`src/rtl/combat_referee.sv`:
```
// Frame-synchronous duel referee: room exits, sword clashes and sword-to-body hits,
// with kill/clash/respawn timing, signed room index and match winner.
module combat_referee #(
    parameter int W            = 12,
    parameter int SCREEN_W     = 1024,
    parameter int EDGE         = 40,
    parameter int PLAYER_W     = 64,
    parameter int PLAYER_H     = 128,
    parameter int SWORD_LEN    = 32,
    parameter int HIT_OFS      = 24,
    parameter int HIT_DEPTH    = 40,
    parameter int CLASH_TOL    = 0,
    parameter int DEAD_FRAMES  = 60,
    parameter int CLASH_FRAMES = 8,
    parameter int ROOMS        = 3
) (
    input  logic         clk,
    input  logic         reset,
    input  logic         frame_tick,
    input  logic [W-1:0] xpos_playerL,
    input  logic [W-1:0] ypos_playerL,
    input  logic [W-1:0] xpos_playerR,
    input  logic [W-1:0] ypos_playerR,
    input  logic [W-1:0] xpos_sword_L,
    input  logic [W-1:0] ypos_sword_L,
    input  logic [W-1:0] xpos_sword_R,
    input  logic [W-1:0] ypos_sword_R,
    output logic         dead_L,
    output logic         dead_R,
    output logic         collision,
    output logic         pos_reset,
    output logic [3:0]   room,
    output logic [1:0]   winner,
    output logic         busy
);

    localparam logic [2:0] S_PLAY  = 3'd0;
    localparam logic [2:0] S_CLASH = 3'd1;
    localparam logic [2:0] S_KILL  = 3'd2;
    localparam logic [2:0] S_ROOM  = 3'd3;
    localparam logic [2:0] S_WIN   = 3'd4;

    localparam int GW = W + 2;
    localparam logic signed [GW-1:0] C_SW   = GW'(SCREEN_W);
    localparam logic signed [GW-1:0] C_EDGE = GW'(EDGE);
    localparam logic signed [GW-1:0] C_PW   = GW'(PLAYER_W);
    localparam logic signed [GW-1:0] C_PH   = GW'(PLAYER_H);
    localparam logic signed [GW-1:0] C_SL   = GW'(SWORD_LEN);
    localparam logic signed [GW-1:0] C_HO   = GW'(HIT_OFS);
    localparam logic signed [GW-1:0] C_HD   = GW'(HIT_DEPTH);
    localparam logic signed [GW-1:0] C_TOL  = GW'(CLASH_TOL);

    localparam int MAXF = (DEAD_FRAMES > CLASH_FRAMES) ? DEAD_FRAMES : CLASH_FRAMES;
    localparam int CW   = $clog2(MAXF + 2);

    localparam logic signed [3:0] RMAX = 4'(ROOMS);
    localparam logic signed [3:0] RMIN = -RMAX;

    logic [2:0]          state;
    logic [CW-1:0]       cnt;
    logic signed [3:0]   room_q;
    logic signed [3:0]   room_nx;

    logic signed [GW-1:0] xl, yl, xr, yr, xsl, ysl, xsr, ysr;
    logic signed [GW-1:0] clash_d;
    logic                 hit_l, hit_r, clash, exit_l, exit_r, exit_any;

    // Two guard bits keep inset/offset arithmetic from wrapping near x = 0.
    assign xl  = $signed({2'b00, xpos_playerL});
    assign yl  = $signed({2'b00, ypos_playerL});
    assign xr  = $signed({2'b00, xpos_playerR});
    assign yr  = $signed({2'b00, ypos_playerR});
    assign xsl = $signed({2'b00, xpos_sword_L});
    assign ysl = $signed({2'b00, ypos_sword_L});
    assign xsr = $signed({2'b00, xpos_sword_R});
    assign ysr = $signed({2'b00, ypos_sword_R});

    assign hit_l = (xsr > xl + C_PW - C_HO - C_HD) && (xsr <= xl + C_PW - C_HO) &&
                   (ysr > yl) && (ysr < yl + C_PH);
    assign hit_r = (xsl >= xr - C_HO) && (xsl < xr - C_HO + C_HD) &&
                   (ysl > yr) && (ysl < yr + C_PH);

    assign clash_d = xsr - (xsl + C_SL);
    assign clash   = (ysl == ysr) && (clash_d <= C_TOL) && (clash_d >= -C_TOL);

    assign exit_r   = (xr <= C_EDGE);
    assign exit_l   = (xl >= C_SW - C_EDGE - C_PW);
    assign exit_any = exit_r || exit_l;

    // Right-player exit takes priority; index saturates at the match-ending rooms.
    always_comb begin
        room_nx = room_q;
        if (exit_r) begin
            if (room_q != RMIN) room_nx = room_q - 4'sd1;
        end else if (exit_l) begin
            if (room_q != RMAX) room_nx = room_q + 4'sd1;
        end
    end

    always_ff @(posedge clk) begin
        if (reset) begin
            state     <= S_PLAY;
            cnt       <= '0;
            room_q    <= '0;
            winner    <= '0;
            dead_L    <= 1'b0;
            dead_R    <= 1'b0;
            collision <= 1'b0;
            pos_reset <= 1'b0;
        end else begin
            collision <= 1'b0;
            pos_reset <= 1'b0;
            case (state)
                S_PLAY: begin
                    if (frame_tick) begin
                        if (exit_any) begin
                            room_q    <= room_nx;
                            pos_reset <= 1'b1;
                            cnt       <= '0;
                            state     <= S_ROOM;
                        end else if (clash) begin
                            collision <= 1'b1;
                            cnt       <= CW'(CLASH_FRAMES);
                            state     <= S_CLASH;
                        end else if (hit_l || hit_r) begin
                            dead_L <= hit_l;
                            dead_R <= hit_r;
                            cnt    <= CW'(DEAD_FRAMES);
                            state  <= S_KILL;
                        end
                    end
                end
                S_CLASH: begin
                    if (frame_tick) begin
                        if (exit_any) begin
                            room_q    <= room_nx;
                            pos_reset <= 1'b1;
                            cnt       <= '0;
                            state     <= S_ROOM;
                        end else if (cnt <= CW'(1)) begin
                            cnt   <= '0;
                            state <= S_PLAY;
                        end else begin
                            cnt <= cnt - CW'(1);
                        end
                    end
                end
                S_KILL: begin
                    if (frame_tick) begin
                        if (cnt <= CW'(1)) begin
                            cnt       <= '0;
                            dead_L    <= 1'b0;
                            dead_R    <= 1'b0;
                            pos_reset <= 1'b1;
                            state     <= S_PLAY;
                        end else begin
                            cnt <= cnt - CW'(1);
                        end
                    end
                end
                S_ROOM: begin
                    if (room_q == RMIN) begin
                        winner <= 2'b10;
                        state  <= S_WIN;
                    end else if (room_q == RMAX) begin
                        winner <= 2'b01;
                        state  <= S_WIN;
                    end else begin
                        state <= S_PLAY;
                    end
                end
                S_WIN: begin
                    dead_L <= 1'b0;
                    dead_R <= 1'b0;
                end
                default: state <= S_PLAY;
            endcase
        end
    end

    assign room = room_q;
    assign busy = (state != S_PLAY);

endmodule

```
`config.mk`:
```
export PLATFORM = sky130hd
export DESIGN_NAME = combat_referee
export DESIGN_NICKNAME = d
export VERILOG_FILES = /design/src/rtl/combat_referee.sv
export SDC_FILE = /design/constraint.sdc
export NUM_CORES = 1
export LEC_CHECK = 0
export CAP_MARGIN = 15
export CELL_PAD_IN_SITES_DETAIL_PLACEMENT = 1
export CELL_PAD_IN_SITES_GLOBAL_PLACEMENT = 2
export CORE_ASPECT_RATIO = 0.8
export CORE_UTILIZATION = 30
export DETAILED_ROUTE_END_ITERATION = 7
export MAX_ROUTING_LAYER = met4
export PLACE_DENSITY_LB_ADDON = 0.1
export SYNTH_ARGS = -nofsm -noshare
export SYNTH_HDL_FRONTEND = slang
export SYNTH_SLANG_ARGS = --single-unit
```
`constraint.sdc`:
```
create_clock -name clk -period 5.17 [get_ports clk]
set_input_delay 0.7755 -clock clk [delete_from_list [all_inputs] [get_ports clk]]
set_output_delay 0.7755 -clock clk [all_outputs]
set_load 0.05 [all_outputs]
```
-- Word-level counts from Yosys, hierarchy flattened
Index checks and enable logic that the tools add are counted.
- add/subtract/negate cells: 12
- $lt $le $gt $ge: 13
- equality and inequality tests: 18
- multiplexer cells: 44
- bitwise operators: 3
- reductions and logical operators: 24
- operator list (kind ; count):
    6-bit two-way mux ; 8
    3-bit two-way mux ; 10
    12-bit by 8-bit adder with 13-bit output, second input constant ; 2
    12-bit by 13-bit less-than comparator with 1-bit output ; 2
    12-bit > comparator ; 2
    6-bit case mux with 3 select lines ; 1
    4-bit two-way mux ; 4
    1-bit two-way mux ; 15
    3-bit case mux with 5 select lines ; 1
    13-bit by 7-bit adder with 14-bit output, second input constant ; 1
    14-bit by 1-bit >= comparator with 1-bit output, second input constant ; 1
    13-bit by 14-bit > comparator with 1-bit output ; 1
    13-bit by 14-bit less-or-equal comparator with 1-bit output ; 1
    14-bit by 1-bit less-or-equal comparator with 1-bit output, second input constant ; 1
    13-bit by 14-bit less-than comparator with 1-bit output ; 1
    2-bit inequality test, second input constant ; 7
    12-bit by 13-bit subtractor with 14-bit output ; 1
    13-bit by 5-bit subtractor with 14-bit output, second input constant ; 1
    14-bit by 7-bit subtractor with 14-bit output, second input constant ; 1
    12-bit by 6-bit adder with 13-bit output, second input constant ; 1
    12-bit by 7-bit adder with 13-bit output, second input constant ; 1
    13-bit >= comparator ; 1
    12-bit by 5-bit subtractor with 13-bit output, second input constant ; 1
    12-bit equality test ; 1
    other kinds (28) ; 48
- bits in registers: 19
- bits of input ports: 99
- output and inout bits: 11
- logic and storage cells: 122

-- Logic depth before layout (Yosys ltp)
- word-level depth: 13
- gate-level depth with buffers: 17
- depth with buffers taken out: 16

-- Least setup slack after synthesis
No wires, ideal clock.
- path type: input port to flip-flop
- from: in xpos_playerR[3]
- to: reg cnt[5]
- setup time: 0.093 ns
- arrival: 3.978 ns
- required time: 5.077 ns
- setup slack: 1.099 ns
- stages: 17
- path buffers: 1
- cells stage by stage: clkbuf_1 > inv_1 > ha_1 > a21oi_1 > o21bai_1 > a221o_1 > nor3_1 > xor2_1 > ha_1 > and4_1 > o2111ai_1 > a21oi_1 > o32ai_1 > and3_4 > a211o_4 > o21a_1 > o311ai_2
- cells in the longest elaborated chain, start to end: 9
- elaborated cells between the ends (all ways): 17
- those cells by class: add/sub: 2; order compare: 3; eq/ne: 1; mux: 5; reduce/logical: 6
- ends and longest elaborated chain (item ; RTL line ; RTL):
    from (decl) ; 22 ; input logic [W-1:0] xpos_playerR,
    12-bit by 5-bit subtractor with 13-bit output ; 80 ; assign hit_r = (xsl >= xr - C_HO) && (xsl < xr - C_HO + C_HD) &&
    13-bit by 7-bit adder with 14-bit output ; 80 ;
    13-bit by 14-bit less-than comparator with 1-bit output ; 80 ;
    1-bit logical AND (2 in series) ; 80 ;
    1-bit logical AND ; 81 ; (ysl > yr) && (ysl < yr + C_PH);
    1-bit logical OR ; 125 ; end else if (hit_l || hit_r) begin
    4-bit inequality test (no line) ; - ;
    5-bit AND reduction (no line) ; - ;
    to (signal assigned) ; 123 ; cnt <= CW'(CLASH_FRAMES);
    to (signal assigned) ; 128 ; cnt <= CW'(DEAD_FRAMES);
    to (signal assigned) ; 144 ; cnt <= cnt - CW'(1);
    to (decl) ; 60 ; logic [CW-1:0] cnt;
Parallel ways exist; a longest one is shown, timed or not. The select of a mux whose other input is x is not followed.
A chain may end at the register's enable or synchronous reset.

-- Final worst setup path
- from: in xpos_playerR[3]
- to: reg dead_L
- cells in the longest elaborated chain, start to end: 9
- elaborated cells between the ends (all ways): 13
- those cells by class: add/sub: 2; order compare: 3; eq/ne: 2; reduce/logical: 6
- ends and longest elaborated chain (item ; RTL line ; RTL):
    12-bit by 5-bit subtractor with 13-bit output ; 80 ;
    13-bit by 7-bit adder with 14-bit output ; 80 ;
    13-bit by 14-bit less-than comparator with 1-bit output ; 80 ;
    1-bit logical AND (2 in series) ; 80 ;
    1-bit logical AND ; 81 ;
    1-bit logical OR ; 125 ;
    2-bit inequality test (no line) ; - ;
    7-bit AND reduction (no line) * ; - ;
    to (signal assigned) ; 126 ; dead_L <= hit_l;
    to (decl) ; 28 ; output logic dead_L,
Every way passes the cells marked *; elsewhere a longest branch is shown, timed or not.

==> impl_metrics.toml <==
[clock_tree]
post_cts_buffers = 0
cts_tree = "done"
htree_levels = 1
cts_buffers = 3
insertion_delay_ns = 0.26
cts.clk_slew.worst_paths_ns = 0.06
clock-sinks = 19
cts_buffer_depth = 2
ctsRootBufferMaster = "clkbuf_16"

[routing]
dr_total_vias = 5250
vias_per_cell = 5.27
first_iter_violations = 158
drtPass1Iterations = 4
post_drt_wl_per_cell_um = 16.9
drc = 0
drt-total-wl_um = 16800
drtAntennaViolNets = 0

[run_status]
outcome = "finished clean"

[grt]
antenna_found_initial = 0
grt_max_degree = 28
grt.busiest_layer = "met2"
grt_use_met2 = 0.303
grt_pass1_wl_um = 27600
gr-usage-all-layers = 0.202
use_met1 = 0.296
grt_pass1_vias = 5363
grt.overflow.total = 0
met3_usage = 0.0283

[floorplan]
die-height_um = 118
die-area_mm2 = 0.0174
core-area_mm2 = 0.0165
start_util = 0.306
dieWidth_um = 147
rows = 42
io_pins = 110

[logic_synthesis]
seq_area_frac_synth = 0.0754
synth-seq-cells = 19
mappedNetlistArea_mm2 = 0.00505
synthArstFlopShare = 0
synth_edf_count = 0
syn_nets = 879
syn-mean-instance-area_um2 = 7.50
ys.flop_type = "dfxtp_1"
yosysTopAreaCell = "ha_1"
synth_area_leaders = "ha_1, dfxtp_1, inv_1"
yosysWarnings = 0
ys_types = 75
syn_inst = 673
synth_top_area_share = 0.260

[sta]
setup_viol = 0
slew_headroom = 0.300
slew_viol_final = 0
setup_tns_ns = 0
finalCritPeriodShare = 0.923
rsz0062_at_grt = "no"
fin_skew_ns = 0.00517
min_period_ns = 4.77
worst_slew_pin_slew_ns = 1.05
max_freq_mhz = 210
worst_hold_slack_ns = 0.497
final_hold_viol_count = 0

[power_and_ir_drop]
power_density_mw_per_mm2 = 150
switchingPower_mw = 0.425
clockPowerShare = 0.172
power_frac_comb = 0.653
seqPwrFrac = 0.176
p_int_mw = 0.544
ir_worst_vdd_uv = 110
swShare = 0.439
leakagePower_nw = 2.76
design_power_total_mw = 0.969

[layout]
multi_input_area_mm2 = 0.00429
drive_gt1_frac = 0.0348
stdcell_count = 996
design_area_mm2 = 0.00645
fin_nets = 983
nFillCells = 2046
areaGrowthSynthToFinish_pct = 27.8
diodes = 0
register_area_um2 = 380

[setup_path]
worst_r2r_path_depth = 9
r2r-start = "cnt[0]"
arrival_ns = 4.87
reg2reg_to = "dead_L"
worst-path-max-fanout = 7
worst_setup_path_end_kind = "flop"
ff2ff_setup_slack_ns = 2.70
crit_required_ns = 5.27
worst_setup_path_start_kind = "input pin"
critPathKind = "in -> reg"

[worst_hold_path]
min_to = "dead_R"
worst_hold_path_type = "reg -> reg"
hold_path_depth = 2
min_from = "dead_R"

[job]
cap_violations = 0

[placement]
globalplace.congestion = 0.872
place_area_mm2 = 0.00637
place_hpwl_um = 14900
port_buffers = 109
dp_cells = 992
## kinds of logic (layout without fill, tap and decap cells)
group	count (synthesis)	in the layout	synth area share
simple gates	210	210	0.220
compound gates	183	183	0.258
fa+ha+maj	107	107	0.268
buf+inv	96	199	0.0756
xor+xnor	53	53	0.0935
flops	19	19	0.0754
mux	5	5	0.00992
## synthesized netlist by cell type, types with 6 or more instances
cell type	count
a211oi_1	12
a21o_1	14
a21oi_1	31
a31oi_1	6
clkbuf_1	7
dfxtp_1	19
ha_1	105
inv_1	82
nand2_1	48
nand2b_1	13
nand3_1	25
nand4_1	11
nor2_1	45
nor2b_1	9
nor3_1	16
nor4_1	8
o21a_1	12
o21ai_0	38
xnor2_1	25
xor2_1	27
## critical path, stage by stage
cell and delay, ns:
clkdlybuf4s50_1 0.54, buf_4 0.22, a21oi_1 0.49, nand2_1 0.13, and2_1 0.22, ha_1 0.30
nand4_1 0.14, a2111oi_1 0.57, o31ai_1 0.23, nor4_1 0.52, and3_4 0.30, a21oi_1 0.06
a211oi_2 0.27, o32ai_1 0.11
## through the flow
stage	worst slack [ns]	utilization
after global placement	0.0694	0.386
after detailed placement	-0.0319	0.386
final	0.401	0.391
after floorplan	1.10	-
after global routing	0.0748	0.391
after CTS	0.235	0.391
## layer usage
metal	vias to the layer above	wire, um
li1	2671	-
met1	2496	8980
met2	77	7200
met3	6	558
met4	0	82
met5	-	0
## power by group through the flow
stage | Clock (mW) | Combinational, mW | Sequential, mW
2_1_floorplan | 0 | 0.392 | 0.179
3_3_place_gp | 0 | 0.618 | 0.174
3_5_place_dp | 0 | 0.633 | 0.174
4_1_cts | 0.173 | 0.637 | 0.171
5_1_grt | 0.184 | 0.710 | 0.173
6_report | 0.166 | 0.632 | 0.171
## registers in the layout, summed over array words and instances (netlist names)
register	flops
dead_R	1
room	4
winner	2
collision	1
cnt	6
state	3
dead_L	1
pos_reset	1
## worst max path at each step
stage	startpoint	endpoint	slack, ns	depth (start not counted)
5_1_grt	xpos_playerR[3]	dead_L	0.07	14
6_report	xpos_playerR[3]	dead_L	0.40	14
2_1_floorplan	xpos_playerR[3]	cnt[5]	1.10	17
4_1_cts	xpos_playerR[3]	dead_L	0.24	14
3_5_place_dp	xpos_playerR[3]	dead_L	-0.03	14
3_3_place_gp	xpos_playerR[3]	dead_L	0.07	14
## final cells by class
type	instances	share of cell area
clock buffer	4	0.0122
inverter	82	0.0477
multi-input combinational	558	0.665
sequential	19	0.0590
tap	220	0.0427
timing repair buffer	113	0.174
## cells in the final DEF, fill, tap and decap left out, types with 12 or more instances in the layout
master	instances
xnor2_1	25
a21oi_1	31
ha_1	105
nor2_1	45
o21a_1	12
a21o_1	14
nand2b_1	13
clkdlybuf4s50_1	109
a211oi_1	12
nand2_1	48
o21ai_0	38
dfxtp_1	19
nor3_1	16
xor2_1	27
inv_1	82
nand3_1	25
## what timing repair did
item,CTS,global route
resized for setup,0,1
endpoints found under the setup margin,0,2
hold buffers,0,0
Power figures use the tool's default switching activity.
